File: config.mk
export PLATFORM = sky130hd
export DESIGN_NAME = risc_exec_unit
export DESIGN_NICKNAME = d
export VERILOG_FILES = /design/src/rtl/risc_exec_unit_pkg.sv /design/src/rtl/risc_exec_unit_alu.sv /design/src/rtl/risc_exec_unit.sv
export SDC_FILE = /design/constraint.sdc
export NUM_CORES = 1
export LEC_CHECK = 0
export CORE_MARGIN = 5
export CORE_UTILIZATION = 47
export DETAILED_ROUTE_END_ITERATION = 8
export PLACE_DENSITY = 0.86
export RECOVER_POWER = 100
export SYNTH_ARGS = -nofsm -noshare
export SYNTH_HDL_FRONTEND = slang
export SYNTH_SLANG_ARGS = --single-unit
File: constraint.sdc
create_clock -name clk -period 4.5 [get_ports clk]
set_input_delay 0.9 -clock clk [delete_from_list [all_inputs] [get_ports clk]]
set_output_delay 0.9 -clock clk [all_outputs]
set_load 0.02 [all_outputs]
File: src/rtl/risc_exec_unit_pkg.sv
// Shared types for the VeriRISC execution core: opcode and FSM state
// encodings, default widths, and the ALU-opcode classifier.
package risc_exec_unit_pkg;

  localparam int unsigned DWIDTH_DEF = 8;
  localparam int unsigned AWIDTH_DEF = 5;

  typedef enum logic [2:0] {
    HLT = 3'd0,
    SKZ = 3'd1,
    ADD = 3'd2,
    AND = 3'd3,
    XOR = 3'd4,
    LDA = 3'd5,
    STO = 3'd6,
    JMP = 3'd7
  } opcode_t;

  typedef enum logic [2:0] {
    INST_ADDR  = 3'd0,
    INST_FETCH = 3'd1,
    INST_LOAD  = 3'd2,
    IDLE       = 3'd3,
    OP_ADDR    = 3'd4,
    OP_FETCH   = 3'd5,
    ALU_OP     = 3'd6,
    STORE      = 3'd7
  } state_t;

  // Opcodes that read an operand from memory and write the accumulator
  function automatic logic is_aluop(opcode_t op);
    return (op == ADD) || (op == AND) || (op == XOR) || (op == LDA);
  endfunction

endpackage

File: src/rtl/risc_exec_unit_alu.sv
// Accumulator ALU with zero flag.
// Build option: ALU_OUT_REG_EN registers alu_out (one-cycle latency, reset
// to 0); otherwise alu_out is combinational. zero is always combinational.
// Ports: clk/rst_ (registered build only), opcode, accum, data -> alu_out, zero.
import risc_exec_unit_pkg::*;

module exec_alu #(
  parameter int unsigned DWIDTH = DWIDTH_DEF
) (
`ifdef ALU_OUT_REG_EN
  input  logic              clk,
  input  logic              rst_,
`endif
  input  opcode_t           opcode,
  input  logic [DWIDTH-1:0] accum,
  input  logic [DWIDTH-1:0] data,
  output logic [DWIDTH-1:0] alu_out,
  output logic              zero
);

  logic [DWIDTH-1:0] alu_comb;

  // Result selection; carry out of ADD is dropped
  always_comb begin
    alu_comb = accum;
    case (opcode)
      ADD:     alu_comb = DWIDTH'(accum + data);
      AND:     alu_comb = accum & data;
      XOR:     alu_comb = accum ^ data;
      LDA:     alu_comb = data;
      default: alu_comb = accum;
    endcase
  end

  assign zero = (accum == '0);

`ifdef ALU_OUT_REG_EN
  always_ff @(posedge clk or negedge rst_) begin
    if (!rst_) alu_out <= '0;
    else       alu_out <= alu_comb;
  end
`else
  assign alu_out = alu_comb;
`endif

endmodule

File: src/rtl/risc_exec_unit.sv
// VeriRISC execution core: 8-state sequencing FSM, loadable program counter
// and accumulator ALU (exec_alu).
// Build option: ALU_OUT_REG_EN (see exec_alu).
// Ports: clk, rst_ (async active-low); opcode, ir_addr from the IR; accum,
// data operands; alu_out, zero, pc_addr; control strobes mem_rd, mem_wr,
// load_ir, load_ac, load_pc, inc_pc, halt (combinational from state/opcode).
import risc_exec_unit_pkg::*;

module risc_exec_unit #(
  parameter int unsigned DWIDTH = DWIDTH_DEF,
  parameter int unsigned AWIDTH = AWIDTH_DEF
) (
  input  logic              clk,
  input  logic              rst_,
  input  logic [2:0]        opcode,
  input  logic [AWIDTH-1:0] ir_addr,
  input  logic [DWIDTH-1:0] accum,
  input  logic [DWIDTH-1:0] data,
  output logic [DWIDTH-1:0] alu_out,
  output logic              zero,
  output logic [AWIDTH-1:0] pc_addr,
  output logic              mem_rd,
  output logic              mem_wr,
  output logic              load_ir,
  output logic              load_ac,
  output logic              load_pc,
  output logic              inc_pc,
  output logic              halt
);

  state_t  state, next_state;
  opcode_t op;
  logic    aluop;

  assign op    = opcode_t'(opcode);
  assign aluop = is_aluop(op);

  // State register
  always_ff @(posedge clk or negedge rst_) begin
    if (!rst_) state <= INST_ADDR;
    else       state <= next_state;
  end

  // Free-running sequence and per-state strobe decode
  always_comb begin
    next_state = INST_ADDR;
    mem_rd     = 1'b0;
    mem_wr     = 1'b0;
    load_ir    = 1'b0;
    load_ac    = 1'b0;
    load_pc    = 1'b0;
    inc_pc     = 1'b0;
    halt       = 1'b0;
    case (state)
      INST_ADDR:  next_state = INST_FETCH;
      INST_FETCH: begin
        next_state = INST_LOAD;
        mem_rd     = 1'b1;
      end
      INST_LOAD: begin
        next_state = IDLE;
        mem_rd     = 1'b1;
        load_ir    = 1'b1;
      end
      IDLE: begin
        next_state = OP_ADDR;
        mem_rd     = 1'b1;
        load_ir    = 1'b1;
      end
      OP_ADDR: begin
        next_state = OP_FETCH;
        inc_pc     = 1'b1;
        halt       = (op == HLT);
      end
      OP_FETCH: begin
        next_state = ALU_OP;
        mem_rd     = aluop;
      end
      ALU_OP: begin
        next_state = STORE;
        mem_rd     = aluop;
        inc_pc     = (op == SKZ) && zero;
        load_pc    = (op == JMP);
      end
      STORE: begin
        next_state = INST_ADDR;
        mem_rd     = aluop;
        load_ac    = aluop;
        inc_pc     = (op == JMP);
        load_pc    = (op == JMP);
        mem_wr     = (op == STO);
      end
    endcase
  end

  // Program counter: a jump load wins over increment
  always_ff @(posedge clk or negedge rst_) begin
    if (!rst_)       pc_addr <= '0;
    else if (load_pc) pc_addr <= ir_addr;
    else if (inc_pc)  pc_addr <= pc_addr + AWIDTH'(1);
  end

  exec_alu #(.DWIDTH(DWIDTH)) u_alu (
`ifdef ALU_OUT_REG_EN
    .clk     (clk),
    .rst_    (rst_),
`endif
    .opcode  (op),
    .accum   (accum),
    .data    (data),
    .alu_out (alu_out),
    .zero    (zero)
  );

endmodule

==> metrics <==
leakage 0.697 nW; Synth top cells by count nand2_1 (17), ha_1 (14), nor2_1 (14); DR pass1 iterations 4; Post-DP HPWL 2.88 mm; Final min period 4.31 ns; Netlist cell types 42; final worst path period share 95.8%; final count of negative-setup-slack endpoints 0; Yosys warnings 0; site row count 18; ANT cells 0; drt total wl 3.60 mm; starting density of the core 48.3%; Layout area overhead 42.6%; worst stage delay on the critical path 0.63 ns; maximum vdd drop 0.246 mV; die area 0.00360 mm2; Post-Synthesis Cells 152; routed len/inst 15.7 um; slowest stage cell, crit path dlygate4sd3_1; Worst-path clk slew 0.05 ns; clock sink count 8; largest net degree at the start of global routing 14; First DRT Iteration DRCs 52; gp weighted congestion 0.964; Worst Tran Pin Value 0.491 ns; Final Max Slew Viols 0; layout cell share with drive strength beyond 1 7.04%; CTS Root Cell clkbuf_4; Yosys reg bits 8; WS Path Type input port to output pin; most numerous cell in the Yosys netlist nand2_1; final worst slack 0.189 ns; vias per cell 6.00; clk_lat worst skew 0.25 ns; layout net count 242; Post-synth EDFFs 0; postcts setup bufs 0; PortBufs 46; CTS Buf Count 3; CP arrival 3.41 ns; status completed; chip width 60.0 um; PD cells 222 mW/mm2; register area share after synthesis 17.0%; syn avg cell area 7.73 um2; CTS Hold Bufs 0; Slew headroom 67.2%; Via Count 1,373; final number of hold-violating endpoints 0; Hold WC Path Type flop to flop; Synth top area share 17.0%; gr usage total 20.5%; Yosys top cell by area dfrtp_1; Net Count, Synth 193; Max-cap violations 0; Top Ports 47; unrepaired setup endpoints after global routing no; CTS tree built; Req. time, crit path 3.60 ns; Worst setup EP type output pin; setup TNS 0 ns; grt total ovfl 0; Die Y 60.0 um; startpoint types input port; detailed-route DRC error count 0; core area 0.00243 mm2; crit path max fanout 6; first-pass GRT wire length 5.80 mm; fmax 232 MHz; Netlist Area Pre-Place 0.00117 mm2; Bufs on Longest Clock Path 2; H-tree level count 1; DRT antenna net count 0; clock skew 0.00725 ns; pre-CTS WS 0.00508 ns; ys async rst share 100%; Area contributors post-synth dfrtp_1 (17%), ha_1 (15%), nand2_1 (5.4%); crit-path cells dlygate4sd3_1 > or4bb_1 > o31ai_1 > and2_1 > clkdlybuf4s50_1; initial antenna violation count 0; Primary FF master, synth dfrtp_1; vias in the first global route 1,341
[worst max-delay path, delay by kind of cell]
kind / cells / cell delay [ns]
and+or+nand+nor: 2 / 0.81
AOI/OAI and AO/OA: 1 / 0.43
buffers and inverters: 2 / 1.26
[kinds of logic after synthesis]
logic type,count (synthesis),share of synthesized area (%)
buffers and inverters,11,4.15
AOI/OAI and AO/OA,45,24.6
adders and majority gates,15,16.6
and+or+nand+nor,61,27.7
muxes,5,4.69
DFF,8,17.0
xor gates and xnor gates,7,5.22
[flip-flops by register name, indices dropped and copies added, names as in the netlist]
name,cells
pc_addr,5
state,3
[cells in the final DEF (no fill, tap or decap), drive strengths merged, types with 4 or more instances in the layout]
cell	Yosys	layout
a21oi	9	9
a221oi	4	4
buf	1	6
clkbuf	7	6
clkdlybuf4s50	0	26
dfrtp	8	8
dlygate4sd3	0	17
ha	14	14
mux2	4	4
nand2	17	17
nand3	4	4
nor2	14	14
nor3	4	4
o21ai	14	14
xnor2	4	4
[timing repair]
| action | 4_1_cts | 5_1_grt |
|---|---|---|
| setup endpoints to repair | 0 | 3 |
| resized for setup | 0 | 3 |
| endpoints found under the hold margin | 0 | 0 |
[final timing paths]
check	depth (start not counted)	start	slack, ns	to
worst max-delay path	5	opcode[2]	0.19	inc_pc
worst min-delay path	2	pc_addr[4]	0.62	pc_addr[4]
worst max register to register	7	state[0]	2.08	pc_addr[3]
worst min register to register	2	pc_addr[4]	0.62	pc_addr[4]
max in group asynchronous	1	rst_	3.22	pc_addr[4]
min in group asynchronous	1	rst_	1.00	state[0]
[layout make-up]
class,count,area [um2]
Clock buffer,3,22.5
Tap cell,30,37.5
Multi-Input combinational cell,133,917
Timing Repair Buffer,52,487
Inverter,3,11.3
Sequential cell,8,200
Fill cell,225,757
[power breakdown]
part / internal (mW) / switching, mW
Sequential: 0.0897 / 0.0178
Combinational: 0.104 / 0.107
Clock: 0.0305 / 0.0234
[routing by layer]
layer / share of wire [%] / vias up / global-route usage [%]
met5: 0 / - / 0
met4: 0.28 / 0 / 6.01
met3: 7.1 / 2 / 1.51
met2: 51 / 66 / 38.0
met1: 41 / 637 / 24.9
li1: - / 668 / -
[stage by stage]
| stage | area [um2] | std cells | power [mW] | hold WS (ns) | utilization, % |
|---|---|---|---|---|---|
| 2_1_floorplan | 1170 | 152 | 0.225 | 0.604 | - |
| 3_3_place_gp | 1680 | 226 | 0.325 | 0.570 | 69.1 |
| 3_5_place_dp | 1680 | 226 | 0.330 | 0.619 | 69.1 |
| 4_1_cts | 1700 | 229 | 0.388 | 0.636 | 70.0 |
| 5_1_grt | 1680 | 229 | 0.398 | 0.660 | 68.9 |
| 6_report | 1680 | 229 | 0.372 | 0.621 | 68.9 |
Power figures use the tool's default switching activity.
==> variant: new RTL, same flow settings <==
Remove the case item `ADD` of the case on `opcode`.
--- a/src/rtl/risc_exec_unit_alu.sv
+++ b/src/rtl/risc_exec_unit_alu.sv
@@ -24,7 +24,6 @@
   always_comb begin
     alu_comb = accum;
     case (opcode)
-      ADD:     alu_comb = DWIDTH'(accum + data);
       AND:     alu_comb = accum & data;
       XOR:     alu_comb = accum ^ data;
       LDA:     alu_comb = data;
Formal check against the unedited RTL: not equivalent (Yosys sat finds a counterexample within 4 cycles, from zero or initial values and one cycle with rst_ low).
==> variant against the original RTL <==
Total power shrank 9.1%; largest cell class unchanged; wire length shrank 26%; via count shrank 24%; die area shrank 6.8%; register-to-register slack gained 0.65 ns; design area shrank 7.2%; global-route usage shrank 4.7 points; clock skew shrank 0.0050 ns; setup slack gained 0.42 ns; sequential cell count is the same; area after synthesis shrank 8.2%.
==> variant: results (changes against the original RTL) <==
----------------------------------------------------
[Global routing]
  Largest net degree at the start of global routing ... 22 (+8)
  Overall Global Routing Usage ... 15.8% (-4.7 points)
  Wire length of the first global-routing pass ... 4270 um (-26%)
  Via count of the first global-routing pass ... 997 (-26%)

[Routing]
  Wire length reported by the detailed router ... 2650 um (-26%)
  1st-iter DRT viols ... 20 (-62%)

[Placement]
  RePlAce Congestion ... 0.768 (-20%)
  Detailed placer's ending HPWL ... 2160 um (-25%)

[Synthesis]
  Avg Inst Size Synth ... 8.56 um^2 (+11%)
  Most instantiated cells after synthesis ... sky130_fd_sc_hd__ha_1, sky130_fd_sc_hd__nor2_1, sky130_fd_sc_hd__mux2i_1, sky130_fd_sc_hd__a21oi_1, sky130_fd_sc_hd__nand2_1
  Xor and xnor fraction of the mapped netlist area ... 4.06% (-1.2 points)
  Net count after synthesis ... 166 (-14%)
  Sequential-to-total area share from yosys stat ... 18.6% (+1.5 points)
  Biggest area contributors in the synthesized netlist ... sky130_fd_sc_hd__dfrtp_1, sky130_fd_sc_hd__ha_1, sky130_fd_sc_hd__mux2i_1
  Compound-Gate Fraction of Synth Area ... 17.9% (-6.7 points)
  Portion of netlist area occupied by mux cells ... 13.1% (+8.4 points)
  Adder-cell share of the synthesized area ... 16.2% (-0.37 points)

[Worst setup path]
  Crit-path max FO ... 8 (+2)
  Crit-path max cell delay ... 0.70 ns (+0.07 ns)

[Timing]
  Worst slew pin tran ... 0.546 ns (+0.0541 ns)
  Maximum clock skew at final layout ... 0.00224 ns (-0.00501 ns)

[Cells and area]
  Fill count ... 198 (-12%)
  Post-route insts no fill ... 199 (-13%)

[Power]
  Static leakage power ... 0.694 nW (-0.46%)

[Status]
  Outcome ... finished, final reports clean

----------------------------------------------------
-- variant: cell count changes after synthesis, sizes merged, moves of 4 or more --
cell	delta
o211ai	+4
a221oi	-4
nand2	-4
mux2i	+12
buf	+4
clkbuf	-5
-- variant: kinds of logic (layout without fill, tap and decap cells) --
logic type	Yosys count	in the layout
XOR/XNOR	5	5
adder cells (fa/ha/maj)	14	14
AND/OR/NAND/NOR	44	44
buffers and inverters	9	54
AO/OA/AOI/OAI	32	32
flip-flops	8	8
multiplexers	14	14
-- variant: metal layers --
layer,wire [um],global-route usage (%),up-vias
met5,0,0,-
met4,0,3.97,0
met3,186,3.12,0
met2,1350,30.5,32
met1,1120,17.4,467
li1,-,-,546
-- variant: area by class of cell --
class                      count  share of cell area [%]
multi-input combinational    109                    51.9
timing repair buffer          49                    31.1
sequential                     8                    12.9
tap                           28                    2.25
clock buffer                   3                    1.45
inverter                       2                   0.483
-- variant: metrics by stage --
stage | power [W] | hold WS (ns) | utilization, % | setup slack, ns | cell area [um^2]
finish | 0.000338 | 0.567 | 70.2 | 0.605 | 1550
global route | 0.000363 | 0.591 | 70.2 | 0.479 | 1550
CTS | 0.000356 | 0.580 | 71.4 | 0.679 | 1580
detailed placement | 0.000301 | 0.565 | 70.4 | 0.675 | 1560
global placement | 0.000293 | 0.571 | 70.4 | 0.732 | 1560
floorplan | 0.000204 | 0.562 | - | 1.71 | 1080
-- variant: final timing paths --
kind	start	end	slack [ns]	depth (start not counted)
worst max-delay path	opcode[1]	inc_pc	0.60	5
worst min-delay path	pc_addr[4]	pc_addr[4]	0.57	2
worst min register to register	pc_addr[4]	pc_addr[4]	0.57	2
min in group asynchronous	rst_	state[1]	0.99	1
max in group asynchronous	rst_	pc_addr[1]	3.25	1
worst max register to register	state[0]	pc_addr[3]	2.73	5
-- variant: tightest hold or removal path, cell delays in order (launching register included) --
cell and delay (ns):
sky130_fd_sc_hd__dfrtp_1 0.35, sky130_fd_sc_hd__xnor2_1 0.12, sky130_fd_sc_hd__o21ai_1 0.06
-- variant: power by group --
part	switching, W	internal, W
clock	0.0000214	0.0000303
sequential	0.0000182	0.0000897
combinational	0.0000884	0.0000901
total	0.000128	0.000210
